**config.mk**
```make
export PLATFORM = sky130hd
export DESIGN_NAME = grid_mover_flat
export DESIGN_NICKNAME = d
export VERILOG_FILES = /design/src/rtl/pacman_pkg.sv /design/src/rtl/grid_mover_if.sv /design/src/rtl/grid_step.sv /design/src/rtl/grid_mover.sv /design/src/flat_wrapper.sv
export SDC_FILE = /design/constraint.sdc
export NUM_CORES = 1
export LEC_CHECK = 0
export ABC_AREA = 1
export CORE_MARGIN = 2
export CORE_UTILIZATION = 52
export DETAILED_ROUTE_END_ITERATION = 6
export PLACE_DENSITY = 0.82
export SETUP_SLACK_MARGIN = 0.02
export SLEW_MARGIN = 20
export SYNTH_ARGS = -nofsm -noshare
export SYNTH_HDL_FRONTEND = slang
export SYNTH_SLANG_ARGS = --single-unit
export TNS_END_PERCENT = 100
```
**constraint.sdc**
```tcl
create_clock -name clock -period 2.55 [get_ports clock]
set_input_delay 0.3825 -clock clock [delete_from_list [all_inputs] [get_ports clock]]
set_output_delay 0.3825 -clock clock [all_outputs]
set_load 0.05 [all_outputs]
```
**src/rtl/pacman_pkg.sv**
```systemverilog
// Shared Pac-Man grid types: direction codes and mover FSM state encodings.
// Used by the grid mover, the shaper and the ghost logic.
// Pure declarations; no latency or backpressure of its own.
package pacman_pkg;

    localparam int DIR_W = 3;

    typedef enum logic [DIR_W-1:0] {
        DIR_RIGHT = 3'd0,
        DIR_UP    = 3'd1,
        DIR_LEFT  = 3'd2,
        DIR_DOWN  = 3'd3,
        DIR_WAIT  = 3'd4
    } dir_t;

    typedef enum logic [1:0] {
        ST_IDLE = 2'd0,
        ST_TURN = 2'd1,
        ST_FWD  = 2'd2
    } state_t;

    // Codes 5-7 are not directions and must not disturb queued state.
    function automatic logic dir_code_valid(input logic [DIR_W-1:0] code);
        return code <= 3'd4;
    endfunction

endpackage

```
**src/rtl/grid_mover_if.sv**
```systemverilog
// Bundle between the grid mover and its environment (controls, map, status).
// Purely wiring; no latency.
// No backpressure: the map lookup is answered combinationally in the same cycle.
//   en, dir_in       : step enable and requested direction
//   map_x/map_y      : wall lookup address, map_wall: answer for that cell
//   x_out/y_out      : current position, dir_out: current heading
//   moved/blocked    : one-cycle step result pulses
interface grid_mover_if #(
    parameter int X_W = 8,
    parameter int Y_W = 7
);
    logic           en;
    logic [2:0]     dir_in;
    logic           map_wall;
    logic [X_W-1:0] map_x;
    logic [Y_W-1:0] map_y;
    logic [X_W-1:0] x_out;
    logic [Y_W-1:0] y_out;
    logic [2:0]     dir_out;
    logic           moved;
    logic           blocked;

    // master: the mover itself
    modport master (
        input  en, dir_in, map_wall,
        output map_x, map_y, x_out, y_out, dir_out, moved, blocked
    );

    // slave: whatever drives the mover and owns the wall map
    modport slave (
        output en, dir_in, map_wall,
        input  map_x, map_y, x_out, y_out, dir_out, moved, blocked
    );
endinterface

```
**src/rtl/grid_step.sv**
```systemverilog
// Neighbour cell of (x,y) in direction dir, with edge wrap or illegal-target flag.
// Purely combinational, zero latency.
// No backpressure.
//   x, y, dir : current cell and direction
//   nx, ny    : neighbour address (raw out-of-grid value when illegal)
//   legal     : target lies in the grid (always 1 when wrapping is enabled)
module grid_step
    import pacman_pkg::*;
#(
    parameter int GRID_W  = 27,
    parameter int GRID_H  = 24,
    parameter int X_W     = 8,
    parameter int Y_W     = 7,
    parameter int WRAP_EN = 1
) (
    input  logic [X_W-1:0] x,
    input  logic [Y_W-1:0] y,
    input  dir_t           dir,
    output logic [X_W-1:0] nx,
    output logic [Y_W-1:0] ny,
    output logic           legal
);

    // One extra bit so 0-1 shows up as a set MSB instead of aliasing into the grid.
    localparam logic [X_W:0] X_LAST = (X_W+1)'(GRID_W - 1);
    localparam logic [Y_W:0] Y_LAST = (Y_W+1)'(GRID_H - 1);
    localparam logic [X_W:0] X_ONE  = (X_W+1)'(1);
    localparam logic [Y_W:0] Y_ONE  = (Y_W+1)'(1);

    logic [X_W:0] xs;
    logic [Y_W:0] ys;

    always_comb begin
        xs    = {1'b0, x};
        ys    = {1'b0, y};
        legal = 1'b1;
        case (dir)
            DIR_RIGHT: begin
                xs = {1'b0, x} + X_ONE;
                if (xs > X_LAST) begin
                    if (WRAP_EN != 0) xs = '0;
                    else              legal = 1'b0;
                end
            end
            DIR_LEFT: begin
                xs = {1'b0, x} - X_ONE;
                if (xs[X_W]) begin
                    if (WRAP_EN != 0) xs = X_LAST;
                    else              legal = 1'b0;
                end
            end
            DIR_UP: begin
                ys = {1'b0, y} + Y_ONE;
                if (ys > Y_LAST) begin
                    if (WRAP_EN != 0) ys = '0;
                    else              legal = 1'b0;
                end
            end
            DIR_DOWN: begin
                ys = {1'b0, y} - Y_ONE;
                if (ys[Y_W]) begin
                    if (WRAP_EN != 0) ys = Y_LAST;
                    else              legal = 1'b0;
                end
            end
            default: ;  // WAIT: stay on the current cell
        endcase
        nx = xs[X_W-1:0];
        ny = ys[Y_W-1:0];
    end

endmodule

```
**src/rtl/grid_mover.sv**
```systemverilog
// Steps a sprite across a wall map every STEP_DIV enabled cycles, preferring the queued turn.
// Latency: commit 1 cycle after tick for an accepted turn, 2 cycles for forward/blocked.
// No backpressure: the wall map must answer map_x/map_y combinationally in the same cycle.
//   clock, reset : rising-edge clock, synchronous active-high reset
//   bus          : grid_mover_if master (en, dir_in, map_*, x_out, y_out, dir_out, moved, blocked)
module grid_mover
    import pacman_pkg::*;
#(
    parameter int GRID_W   = 27,
    parameter int GRID_H   = 24,
    parameter int X_W      = 8,
    parameter int Y_W      = 7,
    parameter int START_X  = 2,
    parameter int START_Y  = 1,
    parameter int STEP_DIV = 4,
    parameter int WRAP_EN  = 1
) (
    input  logic         clock,
    input  logic         reset,
    grid_mover_if.master bus
);

    localparam int                CNT_W    = $clog2(STEP_DIV);
    localparam logic [CNT_W-1:0]  CNT_LAST = CNT_W'(STEP_DIV - 1);

    state_t          state, state_nxt;
    dir_t            q_dir;
    dir_t            dir_q, dir_nxt;
    logic [X_W-1:0]  x_q;
    logic [Y_W-1:0]  y_q;
    logic [CNT_W-1:0] cnt;
    logic            tick;
    logic            moved_q, blocked_q;
    logic            moved_nxt, blocked_nxt;
    logic            pos_ld, dir_ld;

    dir_t            step_dir;
    logic [X_W-1:0]  nx;
    logic [Y_W-1:0]  ny;
    logic            legal;
    logic            open;

    assign tick = bus.en && (cnt == CNT_LAST);

    // One neighbour calculator shared by both FSM phases; WAIT in IDLE
    // makes the lookup address equal the current position.
    always_comb begin
        case (state)
            ST_TURN: step_dir = q_dir;
            ST_FWD:  step_dir = dir_q;
            default: step_dir = DIR_WAIT;
        endcase
    end

    grid_step #(
        .GRID_W  (GRID_W),
        .GRID_H  (GRID_H),
        .X_W     (X_W),
        .Y_W     (Y_W),
        .WRAP_EN (WRAP_EN)
    ) u_step (
        .x     (x_q),
        .y     (y_q),
        .dir   (step_dir),
        .nx    (nx),
        .ny    (ny),
        .legal (legal)
    );

    // Off-grid targets are blocked whatever the map says about that address.
    assign open = legal && !bus.map_wall;

    always_comb begin
        state_nxt   = state;
        dir_nxt     = dir_q;
        pos_ld      = 1'b0;
        dir_ld      = 1'b0;
        moved_nxt   = 1'b0;
        blocked_nxt = 1'b0;
        case (state)
            ST_IDLE: begin
                if (tick) state_nxt = ST_TURN;
            end
            ST_TURN: begin
                if (q_dir == DIR_WAIT) begin
                    dir_ld    = 1'b1;
                    dir_nxt   = DIR_WAIT;
                    state_nxt = ST_IDLE;
                end else if (open) begin
                    pos_ld    = 1'b1;
                    dir_ld    = 1'b1;
                    dir_nxt   = q_dir;
                    moved_nxt = 1'b1;
                    state_nxt = ST_IDLE;
                end else begin
                    state_nxt = ST_FWD;
                end
            end
            ST_FWD: begin
                if (dir_q != DIR_WAIT && open) begin
                    pos_ld    = 1'b1;
                    moved_nxt = 1'b1;
                end else begin
                    blocked_nxt = 1'b1;
                end
                state_nxt = ST_IDLE;
            end
            default: state_nxt = ST_IDLE;
        endcase
    end

    always_ff @(posedge clock) begin
        if (reset) begin
            state     <= ST_IDLE;
            q_dir     <= DIR_WAIT;
            dir_q     <= DIR_WAIT;
            x_q       <= X_W'(START_X);
            y_q       <= Y_W'(START_Y);
            cnt       <= '0;
            moved_q   <= 1'b0;
            blocked_q <= 1'b0;
        end else begin
            state     <= state_nxt;
            moved_q   <= moved_nxt;
            blocked_q <= blocked_nxt;
            if (bus.en) cnt <= (cnt == CNT_LAST) ? '0 : cnt + 1'b1;
            if (dir_code_valid(bus.dir_in)) q_dir <= dir_t'(bus.dir_in);
            if (pos_ld) begin
                x_q <= nx;
                y_q <= ny;
            end
            if (dir_ld) dir_q <= dir_nxt;
        end
    end

    assign bus.map_x   = nx;
    assign bus.map_y   = ny;
    assign bus.x_out   = x_q;
    assign bus.y_out   = y_q;
    assign bus.dir_out = dir_q;
    assign bus.moved   = moved_q;
    assign bus.blocked = blocked_q;

endmodule

```
**src/flat_wrapper.sv**
```systemverilog
// flat-port wrapper written by rule: the top's interface ports become plain ports
module grid_mover_flat import pacman_pkg::*;
#(
    parameter int GRID_W   = 27,
    parameter int GRID_H   = 24,
    parameter int X_W      = 8,
    parameter int Y_W      = 7,
    parameter int START_X  = 2,
    parameter int START_Y  = 1,
    parameter int STEP_DIV = 4,
    parameter int WRAP_EN  = 1
)
  (clock, reset, bus_en, bus_dir_in, bus_map_wall, bus_map_x, bus_map_y, bus_x_out, bus_y_out, bus_dir_out, bus_moved, bus_blocked);
  grid_mover_if #(.X_W(X_W), .Y_W(Y_W)) bus_i ();
  input  logic clock;
  input  logic reset;
  input wire logic [$bits(bus_i.en)-1:0] bus_en;
  input wire logic [$bits(bus_i.dir_in)-1:0] bus_dir_in;
  input wire logic [$bits(bus_i.map_wall)-1:0] bus_map_wall;
  output wire logic [$bits(bus_i.map_x)-1:0] bus_map_x;
  output wire logic [$bits(bus_i.map_y)-1:0] bus_map_y;
  output wire logic [$bits(bus_i.x_out)-1:0] bus_x_out;
  output wire logic [$bits(bus_i.y_out)-1:0] bus_y_out;
  output wire logic [$bits(bus_i.dir_out)-1:0] bus_dir_out;
  output wire logic [$bits(bus_i.moved)-1:0] bus_moved;
  output wire logic [$bits(bus_i.blocked)-1:0] bus_blocked;
  assign bus_i.en = bus_en;
  assign bus_i.dir_in = bus_dir_in;
  assign bus_i.map_wall = bus_map_wall;
  assign bus_map_x = bus_i.map_x;
  assign bus_map_y = bus_i.map_y;
  assign bus_x_out = bus_i.x_out;
  assign bus_y_out = bus_i.y_out;
  assign bus_dir_out = bus_i.dir_out;
  assign bus_moved = bus_i.moved;
  assign bus_blocked = bus_i.blocked;
  grid_mover #(.GRID_W(GRID_W), .GRID_H(GRID_H), .X_W(X_W), .Y_W(Y_W), .START_X(START_X), .START_Y(START_Y), .STEP_DIV(STEP_DIV), .WRAP_EN(WRAP_EN)) u_core (.clock(clock), .reset(reset), .bus(bus_i));
endmodule
```
# ---- Yosys cells after proc, flatten, opt, wreduce, memory -nomap -nowiden
# Index checks and enable logic that the tools add are counted.
dict set report totals {
  register_bits 27
  in_bits 7
  output_inout_bits 35
  elab_cells 55
}
dict set report op_classes {
  add_sub_neg 5
  order_cmp 3
  eq_ne 10
  muxes 21
  bitwise 1
  reduce_logical 7
}
# cell count
set op_table {}
lappend op_table {{2-to-1 mux 8 bit} 2}
lappend op_table {{one-hot mux 8 bit (2 select lines)} 1}
lappend op_table {{2-to-1 mux 7 bit} 2}
lappend op_table {{one-hot mux 7 bit (2 select lines)} 1}
lappend op_table {{adder 8 x 1 -> 9 bit, second input constant} 1}
lappend op_table {{> comparator 9 x 5 -> 1 bit, second input constant} 1}
lappend op_table {{subtractor 8 x 1 -> 9 bit, second input constant} 1}
lappend op_table {{adder 7 x 1 -> 8 bit, second input constant} 1}
lappend op_table {{> comparator 8 x 5 -> 1 bit, second input constant} 1}
lappend op_table {{2-to-1 mux 2 bit} 4}
lappend op_table {{subtractor 7 x 1 -> 8 bit, second input constant} 1}
lappend op_table {{equality test 3 x 2 -> 1 bit, second input constant} 2}
lappend op_table {{2-to-1 mux 1 bit} 6}
lappend op_table {{2-to-1 mux 3 bit} 2}
lappend op_table {{one-hot mux 3 bit (2 select lines)} 1}
lappend op_table {{equality test 2 bit, second input constant} 2}
lappend op_table {{inequality test 2 x 1 -> 1 bit, second input constant} 2}
lappend op_table {{one-hot mux 2 bit (2 select lines)} 1}
lappend op_table {{equality test 3 x 1 -> 1 bit, second input constant} 1}
lappend op_table {{equality test 3 bit, second input constant} 1}
lappend op_table {{less-or-equal comparator 3 bit, second input constant} 1}
lappend op_table {{zero test 3 bit} 1}
lappend op_table {{inequality test 3 bit, second input constant} 1}
lappend op_table {{AND reduction 3 bit} 1}
lappend op_table {{other kinds (8)} 9}

# ---- Longest topological paths before layout
# Gate-level depths: netlist of run 1.
dict set report depth {
  ltp_word 4
  ltp_mapped 15
  depth_no_buf 14
}

# ---- Cells and area by module
# A second synthesis of run 1 with hierarchy kept.
dict set report unflattened {
  cells_unflattened 352
  area_unflattened_um2 2174.6
}
# mod instances cells_each area_per_inst_um2 seq_area_each_um2
set by_module_without_submodules {}
lappend by_module_without_submodules {grid_mover 1 175 1281.2 540.5}
lappend by_module_without_submodules {grid_step 1 177 893.4 0.0}

# ---- Worst setup path after synthesis of run 1
# No wires, ideal clock.
dict set report synth_timing {
  path_type {reg2out}
  startpoint {register u_core.y_q[0] (netlist: u_core.bus.y_out[0])}
  endpoint {output port bus_map_y[0]}
  t_arrival_ps 2058
  t_required_ps 2168
  setup_slack_ps 110
  path_stages_with_launch 9
  n_path_buf 0
  path_cell_list {dfxtp_1 ha_1 nand2_1 inv_1 nand2_1 xor2_1 nand2_1 nand2_1 a22oi_2}
}
dict set report synth_between {
  elab_chain_cells 4
  word_cells_on_any_way 6
  classes_between {add/sub: 2; order compare: 1; mux: 3}
}
# item line
set synth_lines {}
lappend synth_lines {{start, declared} grid_mover.sv:30} ;# logic [Y_W-1:0] y_q;
lappend synth_lines {{start signal, assigned} grid_mover.sv:118} ;# y_q <= Y_W'(START_Y);
lappend synth_lines {{start signal, assigned} grid_mover.sv:130} ;# y_q <= ny;
lappend synth_lines {{adder 7 x 1 -> 8 bit} grid_step.sv:53} ;# ys = {1'b0, y} + Y_ONE;
lappend synth_lines {{> comparator 8 x 5 -> 1 bit} grid_step.sv:54} ;# if (ys > Y_LAST) begin
lappend synth_lines {{2-to-1 mux 7 bit} grid_step.sv:54}
lappend synth_lines {{one-hot mux 7 bit (2 select lines) (*)} grid_step.sv:37} ;# case (dir)
lappend synth_lines {{end, declared} flat_wrapper.sv:21} ;# output wire logic [$bits(bus_i.map_y)-1:0] bus_map_y;
# Every way passes the cells marked *; elsewhere a longest branch is shown, timed or not.

# ---- Final worst setup path of run 1
dict set report layout_timing {
  startpoint {register u_core.state[0]}
  endpoint {output port bus_map_x[0]}
}
dict set report layout_between {
  elab_chain_cells 4
  word_cells_on_any_way 6
  classes_between {eq/ne: 3; mux: 2; reduce/logical: 1}
}
# item line
set layout_lines {}
lappend layout_lines {{start, declared} grid_mover.sv:26} ;# state_t state, state_nxt;
lappend layout_lines {{start signal, assigned} grid_mover.sv:123} ;# state <= state_nxt;
lappend layout_lines {{equality test 2 bit / equality test 2 x 1 -> 1 bit (equally long branches)} grid_mover.sv:48} ;# case (state)
lappend layout_lines {{one-hot mux 3 bit (2 select lines) (*)} grid_mover.sv:48}
lappend layout_lines {{equality test 3 x 2 -> 1 bit / zero test 3 bit (equally long branches)} grid_step.sv:37}
lappend layout_lines {{one-hot mux 8 bit (2 select lines) (*)} grid_step.sv:37}
lappend layout_lines {{end, declared} flat_wrapper.sv:20} ;# output wire logic [$bits(bus_i.map_x)-1:0] bus_map_x;
# Marked as above.

==> results.toml, run 1 <==
[status]
status = "finished clean"

[clock_network]
cts_buffer_depth = 2
hold_buffers = 0
tritoncts = "done"
numClockSinks = 27
htree_num_levels = 1
clkTransAtPathRegs_ns = 0.10
cts_inserted_buffers = 3
clock_latency_ns = 0.28
root_buffer = "clkbuf_8"

[layout]
drive_gt1_frac = 0.190
n_antenna_cell = 0
fin_nets = 402
stdcell_count = 435
final_area_sq_mm = 0.00290
syn2layout_area_growth_pct = 34.0

[detailed_routing]
wl_mm = 5.38
ant_nets = 0
firstDrtPassIters = 4
dr_total_vias = 2269
drtIter0Drc = 155
avgRoutedWirePerCell_microns = 12.4
via_per_inst = 5.22
drc = 0

[die]
die_y_microns = 68.5
die_area_sq_mm = 0.00469
die_w_microns = 68.5
boundaryPins = 42
start_util = 0.541
core_area_sq_mm = 0.00400
num_rows = 23

[synthesis]
ys_types = 33
ys_ff_latch = 27
ys.flop_type = "dfxtp_1"
synth.net_count = 356
netlist_instances = 340
netlist_area_sq_mm = 0.00216
synth_warnings = 0
synth_edf_count = 0
ys_seq_area_frac = 0.250
syn_avg_cell_area_sq_um = 6.36
async_flop_share = 0

[timing]
slew_headroom = 0.664
hold_viol_final = 0
drv_slew = 0
period_minus_slack_ns = 2.44
min_period_over_period = 0.955
worst_slew_pin_slew_ns = 0.502
setup_viol = 0
skew_ns = 0.00338
rsz0062_at_grt = "yes"
setup_tns_ns = 0
max_freq_ghz = 0.411

[global_route]
grt_pass1_vias = 2051
top_usage_layer = "met2"
overflow = 0
grt_start_max_net_pins = 18
grt_pass1_wl_mm = 8.73
use_met3 = 0.0341
gr-usage-met2 = 0.405
antenna_found_initial = 0
grt_use_total = 0.241
met1_usage = 0.310

[setup_path]
required_ns = 2.17
r2r_slack_ns = 0.76
r2r-start = "u_core.state[0]"
cp-endpoint = "bus_map_x[0]"
path_class = "reg2out"
path_cells = "inv_2 -> ha_4 -> nand3_4 -> nor2_4 -> nand2_4 -> nor2_4 -> nand2_1 -> nand2_1 -> nand2_2 -> inv_1 -> buf_12"
critPathArrivalTime_ns = 2.05
slowest_stage = "dfxtp_2"
max_stage_delay_ns = 0.38
r2r-end = "u_core.bus.x_out[6]"
crit_fanout = 5
end_kind = "output port"
ff2ff_path_depth = 10
critPathLaunch = "u_core.state[0]"
critPathLaunchType = "register"

[place]
place.gp.congestion = 0.899
hpwl_mm = 3.87
portBuffers = 41
placed_cell_area_sq_mm = 0.00276
dpl.cell_count = 426

[flow_run]
cap_violations = 0

[power]
power_uw = 971
irDropWorstVdd_mv = 0.320
p_leak_uw = 0.00146
power_density_mw_per_mm2 = 335

[worst_hold_path]
hold_class = "reg2reg"
## cell usage in the layout, fill, tap and decap left out, drive strengths merged
| cell | instances |
|---|---|
| nor3 | 3 |
| o31ai | 1 |
| inv | 57 |
| o21bai | 2 |
| xor2 | 3 |
| o211ai | 1 |
| nor2 | 34 |
| clkbuf | 3 |
| a211oi | 1 |
| nand3 | 38 |
| a22oi | 2 |
| o21ai | 27 |
| clkdlybuf4s50 | 26 |
| nand4 | 4 |
| nand2 | 102 |
| nand3b | 2 |
| dfxtp | 27 |
| buf | 22 |
| ha | 9 |
| a21oi | 21 |
## metrics by stage
stage | setup slack (ns) | hold slack, ns | util
after floorplan | 0.110 | 0.438 | -
after global placement | 0.364 | 0.453 | 0.690
after detailed placement | 0.313 | 0.464 | 0.690
after CTS | 0.0224 | 0.484 | 0.704
after global routing | 0.00806 | 0.520 | 0.724
final | 0.114 | 0.489 | 0.724
## report_power, final
part,total [uW],leakage [uW],internal [uW],switching [uW]
Combinational,260,0.00122,105,154
Sequential,449,0.000220,436,13.7
Clock,262,0.0000261,115,147
Total,971,0.00146,656,315
## worst min path at each step
stage	to	startpoint	slack, ns	cells past startpoint
2_1_floorplan	u_core.cnt[0]	u_core.cnt[0]	0.44	1
4_1_cts	u_core.cnt[0]	u_core.cnt[0]	0.48	1
3_5_place_dp	u_core.cnt[0]	u_core.cnt[0]	0.46	1
6_report	u_core.cnt[0]	u_core.cnt[0]	0.49	1
3_3_place_gp	u_core.cnt[0]	u_core.cnt[0]	0.45	1
5_1_grt	u_core.cnt[0]	u_core.cnt[0]	0.52	1
## routing by layer
| layer | vias up | share of wire |
|---|---|---|
| met4 | 0 | 0.025 |
| met2 | 64 | 0.47 |
| li1 | 1177 | - |
| met5 | - | 0 |
| met1 | 1011 | 0.46 |
| met3 | 17 | 0.042 |
## worst max-delay path: cells and delay by family, from the launching register on
| family | cells | cell delay [ns] |
|---|---|---|
| and+or+nand+nor | 7 | 0.77 |
| adders and majority gates | 1 | 0.32 |
| buffers and inverters | 3 | 0.31 |
| DFF | 1 | 0.38 |
## cell families after synthesis
logic type | count (synthesis) | synth area share
AO/OA/AOI/OAI | 55 | 0.147
XOR/XNOR | 3 | 0.0121
adder cells (fa/ha/maj) | 9 | 0.0521
buffers and inverters | 63 | 0.119
flip-flops | 27 | 0.250
AND/OR/NAND/NOR | 183 | 0.420
## what timing repair did
action	4_1_cts	5_1_grt
endpoints found under the hold margin	0	0
endpoints found under the setup margin	6	14
pin swaps	0	5
setup buffers	0	5
resized for setup	2	16
## cells in the mapped netlist (4+ instances only)
library cell  instances  area share
a21oi_1              20       0.046
dfxtp_1              27        0.25
ha_1                  9       0.052
inv_1                51       0.088
nand2_1              90        0.16
nand2_2               5       0.014
nand2_4               7       0.036
nand3_1              37       0.086
nand4_1               4       0.012
nor2_1               27       0.047
nor2_4                4       0.021
o21ai_0              17       0.039
o21ai_1               7       0.016
## sequential cells by signal, summed over array words and instances, names as in the netlist
name and count:
u_core.bus.x_out 8, u_core.bus.y_out 7, u_core.bus.dir_out 3, u_core.q_dir 3, u_core.cnt 2, u_core.state 2
u_core.bus.blocked 1, u_core.bus.moved 1
## area by class of cell
type / count / area, sq um
clock buffers: 3 / 41.3
clock inverters: 1 / 8.76
fillers: 314 / 1100
inverters: 56 / 215
multi-input cells: 250 / 1410
flip-flops and latches: 27 / 548
well taps: 50 / 62.6
repair buffers: 48 / 613
(Power assumes the default switching activity.)
==> inputs of run 2 (changes only) <==
- HOLD_SLACK_MARGIN: unset -> 0.05
==> results of run 2 <==
The final DEF is identical to that of run 1; final timing and power are the same.
